[src/rtl/dvfs_pkg.sv]
// Shared DVFS types and reset constants. The DVFS controller and the
// transition sequencer both import this so they agree on the power-on
// operating point.
package dvfs_pkg;

  typedef enum logic [1:0] {
    MODE_IDLE   = 2'b00,
    MODE_LOW    = 2'b01,
    MODE_MEDIUM = 2'b10,
    MODE_HIGH   = 2'b11
  } perf_mode_e;

  typedef enum logic [2:0] {
    ST_IDLE     = 3'd0,
    ST_V_REQ    = 3'd1,
    ST_V_REL    = 3'd2,
    ST_V_SETTLE = 3'd3,
    ST_F_GATE   = 3'd4
  } seq_state_e;

  typedef enum logic [1:0] {
    DIR_NOP   = 2'd0,
    DIR_UP    = 2'd1,
    DIR_DOWN  = 2'd2,
    DIR_FONLY = 2'd3
  } dir_e;

  // Phase of the regulator four-phase handshake.
  typedef enum logic [1:0] {
    HS_IDLE = 2'd0,
    HS_REQ  = 2'd1,
    HS_REL  = 2'd2
  } hs_phase_e;

  localparam perf_mode_e RST_MODE = MODE_LOW;
  localparam logic [2:0] RST_DIV  = 3'd4;

  // Counter width large enough to hold the largest of three cycle limits.
  function automatic int cnt_width(input int a, input int b, input int c);
    int m;
    m = a;
    if (b > m) m = b;
    if (c > m) m = c;
    return $clog2(m) + 1;
  endfunction

endpackage

[src/rtl/dvfs_vreg_handshake.sv]
// Four-phase handshake with the voltage regulator.
// start (one cycle, only honoured in HS_IDLE) raises vreg_req with a new
// target level. acked pulses when vreg_ack is sampled high, after which
// vreg_req drops; done pulses when vreg_ack is then sampled low and the
// level is recorded as last_level. timeout pulses if either ack edge fails
// to arrive within ACK_TIMEOUT cycles; the level falls back to last_level.
module dvfs_vreg_handshake
  import dvfs_pkg::*;
#(
  parameter int ACK_TIMEOUT = 1024,
  parameter int CW          = 11
) (
  input  logic       clk,
  input  logic       rst,
  input  logic       start,
  input  logic [1:0] start_level,
  input  logic       vreg_ack,
  output logic       vreg_req,
  output logic [1:0] vreg_level,
  output logic       acked,
  output logic       done,
  output logic       timeout,
  output hs_phase_e  dbg_phase
);

  localparam logic [CW-1:0] ACK_LAST = CW'(ACK_TIMEOUT - 1);
  localparam logic [CW-1:0] CNT_MAX  = '1;

  hs_phase_e     phase_q, phase_d;
  logic [CW-1:0] ack_cnt;
  logic [1:0]    last_level;
  logic          expired;

  assign expired   = (ack_cnt == ACK_LAST);
  assign dbg_phase = phase_q;

  // Phase register.
  always_ff @(posedge clk) begin
    if (rst) phase_q <= HS_IDLE;
    else     phase_q <= phase_d;
  end

  // Next phase and the event pulses seen by the sequencer FSM.
  always_comb begin
    phase_d = phase_q;
    acked   = 1'b0;
    done    = 1'b0;
    timeout = 1'b0;
    case (phase_q)
      HS_IDLE: if (start) phase_d = HS_REQ;
      HS_REQ: begin
        if (vreg_ack) begin
          acked   = 1'b1;
          phase_d = HS_REL;
        end else if (expired) begin
          timeout = 1'b1;
          phase_d = HS_IDLE;
        end
      end
      HS_REL: begin
        if (!vreg_ack) begin
          done    = 1'b1;
          phase_d = HS_IDLE;
        end else if (expired) begin
          timeout = 1'b1;
          phase_d = HS_IDLE;
        end
      end
      default: phase_d = HS_IDLE;
    endcase
  end

  // Regulator outputs, saturating ack counter and last confirmed level.
  always_ff @(posedge clk) begin
    if (rst) begin
      vreg_req   <= 1'b0;
      vreg_level <= RST_MODE;
      last_level <= RST_MODE;
      ack_cnt    <= '0;
    end else if (phase_q == HS_IDLE && start) begin
      vreg_req   <= 1'b1;
      vreg_level <= start_level;
      ack_cnt    <= '0;
    end else if (acked) begin
      vreg_req <= 1'b0;
      ack_cnt  <= '0;
    end else if (done) begin
      last_level <= vreg_level;
      ack_cnt    <= '0;
    end else if (timeout) begin
      vreg_req   <= 1'b0;
      vreg_level <= last_level;
      ack_cnt    <= '0;
    end else if (phase_q != HS_IDLE && ack_cnt != CNT_MAX) begin
      ack_cnt <= ack_cnt + 1'b1;
    end
  end

endmodule

[src/rtl/dvfs_transition_sequencer.sv]
// Applies a requested performance point safely: voltage before frequency
// when speeding up, frequency before voltage when slowing down. The
// divided clock is gated low across every ratio change.
// Request handshake: a request transfers on a clock edge where
// req_valid && req_ready; req_ready is high only in IDLE, and a requester
// must hold req_valid (and its payload) until that edge.
module dvfs_transition_sequencer
  import dvfs_pkg::*;
#(
  parameter int SETTLE_CYCLES      = 64,
  parameter int FREQ_SWITCH_CYCLES = 4,
  parameter int ACK_TIMEOUT        = 1024
) (
  input  logic       clk,
  input  logic       rst,
  input  logic       req_valid,
  output logic       req_ready,
  input  logic [1:0] req_mode,
  input  logic [2:0] req_div,
  output logic       vreg_req,
  output logic [1:0] vreg_level,
  input  logic       vreg_ack,
  output logic [2:0] div_ratio,
  output logic       clk_gate_en,
  output logic [1:0] cur_mode,
  output logic       busy,
  output logic       err_timeout,
  output seq_state_e dbg_state,
  output hs_phase_e  dbg_hs_phase
);

  localparam int            CW          = cnt_width(SETTLE_CYCLES, ACK_TIMEOUT, FREQ_SWITCH_CYCLES);
  localparam logic [CW-1:0] SETTLE_LAST = CW'(SETTLE_CYCLES - 1);
  localparam logic [CW-1:0] FSW_LAST    = CW'(FREQ_SWITCH_CYCLES - 1);
  localparam logic [CW-1:0] CNT_MAX     = '1;

  seq_state_e    state_q, state_d;
  dir_e          dir_d, dir_q;
  logic [1:0]    tgt_mode;
  logic [2:0]    tgt_div;
  logic [2:0]    req_div_eff;
  logic [CW-1:0] seq_cnt;
  logic          accept;
  logic          complete;
  logic          hs_start;
  logic [1:0]    hs_level;
  logic          hs_acked, hs_done, hs_timeout;

  // A zero ratio is meaningless to the divider; treat it as divide-by-1.
  assign req_div_eff = (req_div == 3'd0) ? 3'd1 : req_div;
  assign req_ready   = (state_q == ST_IDLE);
  assign busy        = (state_q != ST_IDLE);
  assign dbg_state   = state_q;

  // Direction of the incoming request relative to the applied point.
  always_comb begin
    dir_d = DIR_NOP;
    if (req_mode > cur_mode)          dir_d = DIR_UP;
    else if (req_mode < cur_mode)     dir_d = DIR_DOWN;
    else if (req_div_eff != div_ratio) dir_d = DIR_FONLY;
  end

  // Sequencer state register.
  always_ff @(posedge clk) begin
    if (rst) state_q <= ST_IDLE;
    else     state_q <= state_d;
  end

  // Next state, handshake start and completion detection.
  always_comb begin
    state_d  = state_q;
    accept   = 1'b0;
    complete = 1'b0;
    hs_start = 1'b0;
    hs_level = tgt_mode;
    case (state_q)
      ST_IDLE: begin
        if (req_valid) begin
          accept = 1'b1;
          case (dir_d)
            DIR_UP: begin
              state_d  = ST_V_REQ;
              hs_start = 1'b1;
              hs_level = req_mode;
            end
            DIR_DOWN, DIR_FONLY: state_d = ST_F_GATE;
            default:             state_d = ST_IDLE;
          endcase
        end
      end
      ST_V_REQ: begin
        if (hs_timeout)    state_d = ST_IDLE;
        else if (hs_acked) state_d = ST_V_REL;
      end
      ST_V_REL: begin
        if (hs_timeout) begin
          state_d = ST_IDLE;
        end else if (hs_done) begin
          if (dir_q == DIR_UP) begin
            state_d = ST_V_SETTLE;
          end else begin
            state_d  = ST_IDLE;
            complete = 1'b1;
          end
        end
      end
      ST_V_SETTLE: if (seq_cnt == SETTLE_LAST) state_d = ST_F_GATE;
      ST_F_GATE: begin
        if (seq_cnt == FSW_LAST) begin
          if (dir_q == DIR_DOWN) begin
            state_d  = ST_V_REQ;
            hs_start = 1'b1;
          end else begin
            state_d  = ST_IDLE;
            complete = 1'b1;
          end
        end
      end
      default: state_d = ST_IDLE;
    endcase
  end

  // Target latch, phase counter, divider, clock gate, applied mode, error flag.
  always_ff @(posedge clk) begin
    if (rst) begin
      tgt_mode    <= RST_MODE;
      tgt_div     <= RST_DIV;
      dir_q       <= DIR_NOP;
      seq_cnt     <= '0;
      div_ratio   <= RST_DIV;
      clk_gate_en <= 1'b1;
      cur_mode    <= RST_MODE;
      err_timeout <= 1'b0;
    end else begin
      if (accept) begin
        tgt_mode <= req_mode;
        tgt_div  <= req_div_eff;
        dir_q    <= dir_d;
      end
      if (state_d != state_q)    seq_cnt <= '0;
      else if (seq_cnt != CNT_MAX) seq_cnt <= seq_cnt + 1'b1;
      // Gate is low exactly while in F_GATE, so it is already low one
      // cycle before the ratio moves and rises the cycle after exit.
      clk_gate_en <= (state_d != ST_F_GATE);
      if (state_q == ST_F_GATE && seq_cnt == '0) div_ratio <= tgt_div;
      if (complete)   cur_mode    <= tgt_mode;
      if (hs_timeout) err_timeout <= 1'b1;
    end
  end

  dvfs_vreg_handshake #(
    .ACK_TIMEOUT (ACK_TIMEOUT),
    .CW          (CW)
  ) u_vreg_hs (
    .clk         (clk),
    .rst         (rst),
    .start       (hs_start),
    .start_level (hs_level),
    .vreg_ack    (vreg_ack),
    .vreg_req    (vreg_req),
    .vreg_level  (vreg_level),
    .acked       (hs_acked),
    .done        (hs_done),
    .timeout     (hs_timeout),
    .dbg_phase   (dbg_hs_phase)
  );

endmodule

[config.mk]
export PLATFORM = sky130hd
export DESIGN_NAME = dvfs_transition_sequencer
export DESIGN_NICKNAME = d
export VERILOG_FILES = /design/src/rtl/dvfs_pkg.sv /design/src/rtl/dvfs_vreg_handshake.sv /design/src/rtl/dvfs_transition_sequencer.sv
export SDC_FILE = /design/constraint.sdc
export NUM_CORES = 1
export LEC_CHECK = 0
export CAP_MARGIN = 20
export CORE_MARGIN = 2
export CORE_UTILIZATION = 25
export DETAILED_ROUTE_END_ITERATION = 16
export PLACE_DENSITY = 0.52
export SYNTH_ARGS = -nofsm -noshare
export SYNTH_HDL_FRONTEND = slang
export SYNTH_SLANG_ARGS = --single-unit
[constraint.sdc]
create_clock -name clk -period 2 [get_ports clk]
set_input_delay 0.4 -clock clk [delete_from_list [all_inputs] [get_ports clk]]
set_output_delay 0.4 -clock clk [all_outputs]
set_load 0.005 [all_outputs]
# Yosys cells after proc, flatten, opt, wreduce, memory -nomap -nowiden
# Index checks and enable logic that the tools add are counted.
[word_totals] reg_bits=46 in_bits=9 output_inout_bits=17 word_cells=112
[classes] n_addsub=2 order_cmp=2 eq_ne=23 mux=52 bitwise_logic=2 n_reduce_logical=17
[op_table] cell="$mux 2" count=15
[op_table] cell="$mux 3" count=8
[op_table] cell="$mux 1" count=23
[op_table] cell="$add 11x1->11 const B" count=2
[op_table] cell="$ne 11x11->1 const B" count=2
[op_table] cell="$pmux 3 s5" count=1
[op_table] cell="$eq 11x10->1 const B" count=1
[op_table] cell="$eq 11x2->1 const B" count=1
[op_table] cell="$eq 11x6->1 const B" count=1
[op_table] cell="$logic_not 11->1" count=1
[op_table] cell="$eq 2x2->1 const B" count=4
[op_table] cell="$eq 2x1->1 const B" count=3
[op_table] cell="$eq 3x2->1 const B" count=2
[op_table] cell="$logic_not 3->1" count=2
[op_table] cell="$ne 2x1->1 const B" count=3
[op_table] cell="$ne 3x3->1" count=2
[op_table] cell="$pmux 1 s2" count=3
[op_table] cell="$pmux 2 s3" count=1
[op_table] cell="$pmux 3 s2" count=1
[op_table] cell="$reduce_and 3->1" count=2
[op_table] cell="$reduce_bool 3->1" count=2
[op_table] cell="$reduce_or 5->1" count=1
[op_table] cell="$reduce_bool 2->1" count=2
[op_table] cell="$reduce_or 2->1" count=2
[op_table] cell="10 further kinds" count=13

# Depth between registers and ports, before layout
# Gate-level depths: netlist of the first run.
[depth] depth_word=13 depth_mapped=9 depth_no_buf=8

# By module
# From an unflattened synthesis of the first run, not the netlist that was laid out.
[hier_totals] cells_unflattened=302 area_unflattened_um2=2671.3
[modules_own_cells] module="dvfs_transition_sequencer" n_inst=1 cells_per_inst=179 area_each_um2=1644.1 seq_area_each_um2=560.5
[modules_own_cells] module="dvfs_vreg_handshake" n_inst=1 cells_per_inst=123 area_each_um2=1027.2 seq_area_each_um2=360.3

# Worst setup path after synthesis of the first run
# OpenSTA, ideal clock, no wires.
[synth_timing] path_type="flip-flop to flip-flop" startpoint="reg u_vreg_hs.ack_cnt[0]" endpoint="reg seq_cnt[4]" setup_ps=118 arrival_time_ps=1889 required_time_ps=1882 setup_slack_ps=-7 stages_incl_launch_ff=10 n_path_buf=2 period_less_slack_ps=2007 path_cell_list="dfxtp_1 ha_1 and3_1 and4b_1 buf_2 a211o_1 mux2_2 nand3_2 buf_6 nor3_2"
[synth_via] elab_chain_cells=8 elab_cells_between_ends=10 cone_classes="2 x eq/ne; 7 x mux; 1 x reduce/logical"
[synth_rtl] element="start: declaration" line="dvfs_vreg_handshake.sv:30" text="logic [CW-1:0] ack_cnt;"
[synth_rtl] element="start signal: assignment" line="dvfs_vreg_handshake.sv:95" text="ack_cnt <= ack_cnt + 1'b1;"
[synth_rtl] element="$eq 11x10->1 *" line="dvfs_vreg_handshake.sv:34" text="assign expired = (ack_cnt == ACK_LAST);"
[synth_rtl] element="$mux 1 *" line="dvfs_vreg_handshake.sv:55, dvfs_vreg_handshake.sv:64"
[synth_rtl] element="$mux 1 (on tied branches)" line="dvfs_vreg_handshake.sv:61, dvfs_vreg_handshake.sv:52"
[synth_rtl] element="$pmux 1 s2 *" line="dvfs_vreg_handshake.sv:49" text="case (phase_q)"
[synth_rtl] element="$mux 3 (on tied branches)" line="dvfs_transition_sequencer.sv:96, dvfs_transition_sequencer.sv:92"
[synth_rtl] element="$pmux 3 s5 *" line="dvfs_transition_sequencer.sv:76" text="case (state_q)"
[synth_rtl] element="$ne 3x3->1 *" line="dvfs_transition_sequencer.sv:140" text="if (state_d != state_q) seq_cnt <= '0;"
[synth_rtl] element="$reduce_or 2->1 (no line) *"
[synth_rtl] element="end signal: assignment" line="dvfs_transition_sequencer.sv:141" text="else if (seq_cnt != CNT_MAX) seq_cnt <= seq_cnt + 1'b1;"
[synth_rtl] element="end: declaration" line="dvfs_transition_sequencer.sv:42" text="logic [CW-1:0] seq_cnt;"
# Every way passes the cells marked *; elsewhere a longest branch is shown, timed or not.
# A chain may end at the register's enable or synchronous reset.

# Final worst setup path of the first run
[layout_timing] startpoint="reg seq_cnt[7]" endpoint="reg seq_cnt[7]"
[layout_via] elab_chain_cells=5 elab_cells_between_ends=9 cone_classes="1 x add/sub; 4 x eq/ne; 3 x mux; 1 x reduce/logical"
[layout_rtl] element="$eq 11x2->1 / $eq 11x6->1 (equally long branches)" line="dvfs_transition_sequencer.sv:109, dvfs_transition_sequencer.sv:107"
[layout_rtl] element="$mux 3 (on tied branches)" line="dvfs_transition_sequencer.sv:109, dvfs_transition_sequencer.sv:107"
[layout_rtl] element="$pmux 3 s5" line="dvfs_transition_sequencer.sv:76"
[layout_rtl] element="$ne 3x3->1" line="dvfs_transition_sequencer.sv:140"
[layout_rtl] element="$reduce_or 2->1 (no line)"
# Parallel ways exist; a longest one is shown, timed or not.

==> summary.md, run 1 <==
| Metric | Value |
|---|---|
| Crit path max fanout | 5 |
| Leak | 1.46 nW |
| Grt total ovfl | 0 |
| Max cap viols | 0 |
| # placed instances | 509 |
| Met2 wire len | 3170 µm |
| Hold_sp | u_vreg_hs.last_level[1] |
| Initial Utilization | 25.5% |
| Cell Area, Synth | 0.00260 mm² |
| Met3 Routed Length | 216 µm |
| Peak VDD IR | 0.280 mV |
| Post-route setup slack | -45.4 ps |
| Fin crit period | 2050 ps |
| Fmax | 489 MHz |
| Pre-Repair DR Iteration Count | 4 |
| DIE HEIGHT | 106 µm |
| Vias in the first global route | 2,393 |
| Critical path class | reg -> reg |
| Slew headroom | 76.1% |
| Clock insertion delay at the later pin of the skew report | 300 ps |
| EDFF count, synth | 0 |
| Status | finished with violations |
| Post-synthesis cell count | 300 |
| Die width | 106 µm |
| Worst slew pin tran | 355 ps |
| WP data required | 2190 ps |
| Number of DRC markers in iteration 0 | 46 |
| Share of cells above drive strength 1 | 34.8% |
| Failing checks | negative setup slack |
| Clock slew at reported path FFs | 90 ps |
| Fillcell total | 1,073 |
| Count of hold-fix buffers inserted at cts | 0 |
| Cell taking the most area after synthesis | dfxtp_1 |
| Slew Limit Fails | 0 |
| Initial antenna violation count | 0 |
| Via count | 2,473 |
| Length of routed wiring on met1 | 3380 µm |
| Max layer used | met4 |
| Placer Congestion | 0.784 |
| Largest net degree at the start of global routing | 21 |
| # nets final | 411 |
| DR WL/cell | 13.0 µm |
| CTS tree | built |
| Crit start category | register |
| Worst R2R Start | seq_cnt[7] |
| Syn_area_per_cell | 8.68 µm² |
| WP data arrival | 2240 ps |
| Post-synthesis sequential area ratio | 35.4% |
| Synth top area cells | dfxtp_1 35%, nor2_1 5.5%, nand2_1 4.5%, ha_1 4.3%, nand3_1 3.3% |
| DRC errors left | 0 |
| Vias per cell | 4.67 |
| PD cells | 575 mW/mm² |
| Hold depth | 2 |
| ANT cells | 0 |
| Async SR Flop Fraction | 0% |
| FF+latch count, synth | 46 |
| GR Util All Layers | 12.1% |
| Synth warnings | 0 |
| Post-DP Area | 0.00340 mm² |
| Rows | 37 |
| CORE AREA | 0.0102 mm² |
| H-Tree Depth | 2 |
| Final setup viols | 10 |
| Tcrit/Tclk final | 102% |
| Setup Skew | 10.8 ps |
| Hold_ws | 472 ps |
| Synth Flop Type | dfxtp_1 |
| Design Area, Final | 0.00382 mm² |
| First-pass GRT wire length | 11,000 µm |
| CTS sink count | 46 |
| Worst Hold Class | reg -> reg |
| Bufs on Longest Clock Path | 2 |
| Unrepaired setup endpoints after global routing | true |
| Final Non-Filler Cells | 530 |
| Critical Path Start | seq_cnt[7] |
| Post-synthesis cell type count | 55 |
| Area Overhead vs Synth | 46.7% |
| DPL Wire Length | 4770 µm |
| # IOs | 26 |
| Post-synth top area share | 35.4% |
| Die ar. | 0.0113 mm² |
| Final hold violations | 0 |
| Crit end category | register |
| R2R depth | 8 |
| Port buffer count | 25 |
| CTS Buf Count | 5 |
| CTS root buffer | clkbuf_8 |
| DRT Wirelength | 6880 µm |
| Synth Net Count | 318 |
| Post-DRT Antenna Nets | 0 |
[critical path: stages (launching register included)]
cell and delay (ps):
dfxtp_2 340, or4_4 540, nor4_4 220, buf_4 180, o21ai_2 50, mux2_4 270
nand3_4 130, clkbuf_16 160, a211oi_2 30
[synthesized netlist by cell type, types with 5 or more instances]
| master | instances |
|---|---|
| dfxtp_1 | 46 |
| mux2i_1 | 7 |
| nor2b_1 | 5 |
| xor2_1 | 9 |
| nand4_1 | 6 |
| nand3_1 | 17 |
| nand2b_1 | 5 |
| nor3_1 | 6 |
| nand2_1 | 31 |
| buf_6 | 5 |
| xnor2_1 | 6 |
| nor3_2 | 7 |
| nor2_1 | 38 |
| o21ai_0 | 9 |
| a21oi_1 | 16 |
| ha_1 | 9 |
| inv_1 | 10 |
[metal layers]
layer / vias to the layer above / GRT usage (%)
li1: 1254 / -
met1: 1171 / 16.6
met2: 38 / 19.0
met3: 10 / 2.21
met4: 0 / 4.61
met5: - / 0
[state kept, by name, summed over array words and instances, names as in the netlist]
signal / count
clk_gate_en: 1
cur_mode: 2
dbg_state: 3
dir_q: 2
div_ratio: 3
err_timeout: 1
seq_cnt: 11
tgt_div: 3
tgt_mode: 2
u_vreg_hs.ack_cnt: 11
u_vreg_hs.dbg_phase: 2
u_vreg_hs.last_level: 2
u_vreg_hs.vreg_level: 2
u_vreg_hs.vreg_req: 1
[cells in the final DEF, fill, tap and decap left out, types with 3 or more instances in the layout]
cell type        count
a211oi_2             3
a21oi_1             15
a31oi_1              4
and3_1               3
and4_1               4
buf_4               69
clkbuf_8             6
clkdlybuf4s50_1     20
dfxtp_1             38
dfxtp_2              5
dfxtp_4              3
dlygate4sd2_1        4
ha_1                 4
ha_4                 3
inv_1                6
inv_2                3
mux2i_1              6
nand2_1             29
nand2_2              3
nand2b_1             5
nand3_1             15
nand4_1              6
nor2_1              37
nor2b_1              4
nor3_1               6
nor3_2               6
o211ai_1             3
o21a_1               3
o21ai_0              7
xnor2_1              6
xor2_1               9
[what timing repair did]
action	4_1_cts	5_1_grt
pin swaps	8	10
cloned	1	1
setup endpoints to repair	23	32
setup buffers	6	5
gates resized for setup	24	31
[cell type report]
class / instances / area [µm²] / share of cell area [%]
clock inverters: 1 / 5.00 / 0.131
clock buffers: 7 / 86.3 / 2.26
flip-flops and latches: 46 / 938 / 24.6
well taps: 136 / 170 / 4.45
multi-input cells: 230 / 1700 / 44.6
repair buffers: 99 / 875 / 22.9
inverters: 11 / 43.8 / 1.15
[stage by stage]
| step | total power, mW | setup TNS, ps | setup WS, ps | util (%) |
|---|---|---|---|---|
| floorplan | 1.29 | 0 | 23.2 | - |
| global placement | 1.49 | -9810 | -346 | 33.2 |
| detailed placement | 1.50 | -11090 | -413 | 33.2 |
| CTS | 2.16 | -126 | -52.3 | 35.7 |
| global route | 2.31 | -1730 | -127 | 37.3 |
| finish | 2.20 | -280 | -45.4 | 37.3 |
[cell families (layout without fill, tap and decap cells)]
| logic type | Yosys count | after routing | synth area share (%) |
|---|---|---|---|
| fa+ha+maj | 9 | 9 | 4.32 |
| flops | 46 | 46 | 35.4 |
| simple gates | 141 | 141 | 30.1 |
| mux | 9 | 9 | 3.55 |
| compound gates | 56 | 56 | 15.9 |
| xor+xnor | 15 | 15 | 5.04 |
| buf+inv | 24 | 118 | 5.72 |
[where the power goes]
part | total [mW] | switching [mW] | internal (mW)
Clock | 0.611 | 0.331 | 0.280
Sequential | 0.992 | 0.0367 | 0.955
Combinational | 0.596 | 0.274 | 0.322
Total | 2.20 | 0.641 | 1.56
[path summary, 6_finish.rpt]
path | to | slack (ps)
worst min-delay path | u_vreg_hs.last_level[1] | 470
worst min register to register | u_vreg_hs.last_level[1] | 470
worst max-delay path | seq_cnt[7] | -50
worst max register to register | seq_cnt[7] | -50
Power figures use the tool's default switching activity.
==> run 2: changes to the inputs <==
--- a/config.mk
+++ b/config.mk
@@ -9,6 +9,7 @@
 export CORE_MARGIN = 2
 export CORE_UTILIZATION = 25
 export DETAILED_ROUTE_END_ITERATION = 16
+export GPL_TIMING_DRIVEN = 0
 export PLACE_DENSITY = 0.52
 export SYNTH_ARGS = -nofsm -noshare
 export SYNTH_HDL_FRONTEND = slang
==> summary.md, run 2 (synthesis results as in run 1) <==
| Metric | Value |
|---|---|
| DRC errors left | 0 |
| Vias per cell | 4.77 |
| # IOs | 26 |
| Failing checks | negative setup slack |
| WP data required | 2180 ps |
| Post-route setup slack | -0.678 ps |
| Reg-to-Reg End | seq_cnt[9] |
| Final setup viols | 1 |
| Number of DRC markers in iteration 0 | 54 |
| Hold depth | 2 |
| Placer Congestion | 0.787 |
| Sequential Power Share | 47.0% |
| Most common cell after layout, fill and taps aside | nor2_1 |
| Crit end category | register |
| CORE AREA | 0.0102 mm² |
| # nets final | 369 |
| Internal power | 1.50 mW |
| FF/Latch Area | 947 µm² |
| ANT cells | 0 |
| Count of hold-fix buffers inserted at cts | 0 |
| Fin crit period | 2000 ps |
| Vias in the first global route | 2,173 |
| Setup Skew | 9.24 ps |
| Slew Limit Fails | 0 |
| Via count | 2,330 |
| Largest registers | seq_cnt x11, u_vreg_hs.ack_cnt x11 |
| Sw Pwr | 618 µW |
| Worst R2R Start | seq_cnt[7] |
| Status | finished with violations |
| Clock insertion delay at the later pin of the skew report | 300 ps |
| Initial Utilization | 25.5% |
| Hold EP | tgt_div[1] |
| DR WL/cell | 13.0 µm |
| Leak | 1.25 nW |
| Initial antenna violation count | 0 |
| R2R depth | 8 |
| Fillcell total | 1,049 |
| Area Overhead vs Synth | 36.6% |
| Peak VDD IR | 0.251 mV |
| Tcrit/Tclk final | 100% |
| Port buffer count | 25 |
| H-Tree Depth | 2 |
| Clock share of power | 28.2% |
| Comb power frac | 24.8% |
| CTS tree | built |
| Bufs on Longest Clock Path | 2 |
| Switching share of power | 29.2% |
| Critical path class | reg -> reg |
| Fmax | 500 MHz |
| Final hold violations | 0 |
| Total power | 2.12 mW |
| GR Util All Layers | 11.4% |
| Largest net degree at the start of global routing | 14 |
| Clock slew at reported path FFs | 90 ps |
| Die width | 106 µm |
| Crit path max fanout | 10 |
| Pre-Repair DR Iteration Count | 4 |
| Share of cells above drive strength 1 | 30.1% |
| CTS sink count | 46 |
| R2R setup slack | -0.7 ps |
| Worst Hold Class | reg -> reg |
| Grt total ovfl | 0 |
| Post-DRT Antenna Nets | 0 |
| DIE HEIGHT | 106 µm |
| Hold_sp | tgt_div[1] |
| PD cells | 595 mW/mm² |
| WP data arrival | 2180 ps |
| Worst slew pin tran | 655 ps |
| DRT Wirelength | 6360 µm |
| Crit start category | register |
| Die ar. | 0.0113 mm² |
| First-pass GRT wire length | 10,500 µm |
| CTS root buffer | clkbuf_8 |
| Unrepaired setup endpoints after global routing | true |
| CTS Buf Count | 5 |
| Leading cell types in the layout, fill and taps excluded | 32 x nor2_1, 31 x dfxtp_1, 29 x nand2_1 |
| Rows | 37 |
| Critical Path Start | seq_cnt[7] |
| Slew headroom | 56.3% |
| TNS Setup | -0.678 ps |
| DPL Wire Length | 4310 µm |
| Multi-input gate area | 0.00176 mm² |
| Max cap viols | 0 |
-- run 2: changes by cell type in the layout (fill, tap and decap cells not counted), sizes merged --
cell | previous run | this run
dlymetal6s2s | 1 | 3
dlygate4sd2 | 4 | 3
bufbuf | 1 | 0
buf | 72 | 29
clkbuf | 8 | 10
clkdlybuf4s50 | 20 | 19
-- run 2: layout make-up --
class / instances / area share (%)
clock buffers: 7 / 2.43
repair buffers: 46 / 12.2
plain buffers: 11 / 3.20
well taps: 136 / 4.78
multi-input cells: 230 / 49.5
clock inverters: 1 / 0.141
flip-flops and latches: 46 / 26.6
inverters: 11 / 1.16
-- run 2: critical path, stage by stage, from the launching register on --
cell      delay (ps)
dfxtp_2          360
or4_4            550
nor4_4           130
buf_4            180
a311o_2          180
nand2_2           60
a31oi_4          190
buf_12           170
a211oi_2          50
-- run 2: per-layer routing --
metal  vias to the layer above  part of all wire (%)  GRT usage, %
met5                         -                     0             0
met4                         0                  0.86          3.01
met3                         5                   5.7          2.45
met2                        53                    43          16.9
met1                      1099                    50          16.7
li1                       1173                     -             -
-- run 2: power groups by stage --
stage / Sequential, mW / Clock, mW / Combinational (mW)
finish: 0.995 / 0.598 / 0.526
global route: 1.00 / 0.663 / 0.577
CTS: 0.992 / 0.623 / 0.486
detailed placement: 1.01 / 0 / 0.415
global placement: 1.01 / 0 / 0.410
floorplan: 1.00 / 0 / 0.283
-- run 2: how the worst max path moves through the flow --
stage / to / slack, ps / depth (start not counted)
2_1_floorplan: seq_cnt[4] / 20 / 9
3_3_place_gp: u_vreg_hs.ack_cnt[1] / -640 / 8
3_5_place_dp: u_vreg_hs.ack_cnt[5] / -670 / 9
4_1_cts: seq_cnt[9] / -10 / 7
5_1_grt: seq_cnt[9] / -90 / 9
6_report: seq_cnt[9] / -0.7 / 8
-- run 2: timing repair --
item                                    4_1_cts  5_1_grt
cloned                                        2        0
resized for setup                            47       30
endpoints found under the setup margin       32       29
pin swaps                                     9        8
setup buffers                                 9       10
-- run 2: stage by stage --
stage                     area, µm²  setup WS (ps)  hold WS (ps)  utilization, %  cells
after floorplan                2610           23.2           436               -    300
after global placement         3030           -637           443            29.6    461
after detailed placement       3030           -665           454            29.6    461
after CTS                      3370          -14.3           466            32.9    479
after global routing           3560          -94.6           485            34.8    488
final                          3560         -0.678           465            34.8    488
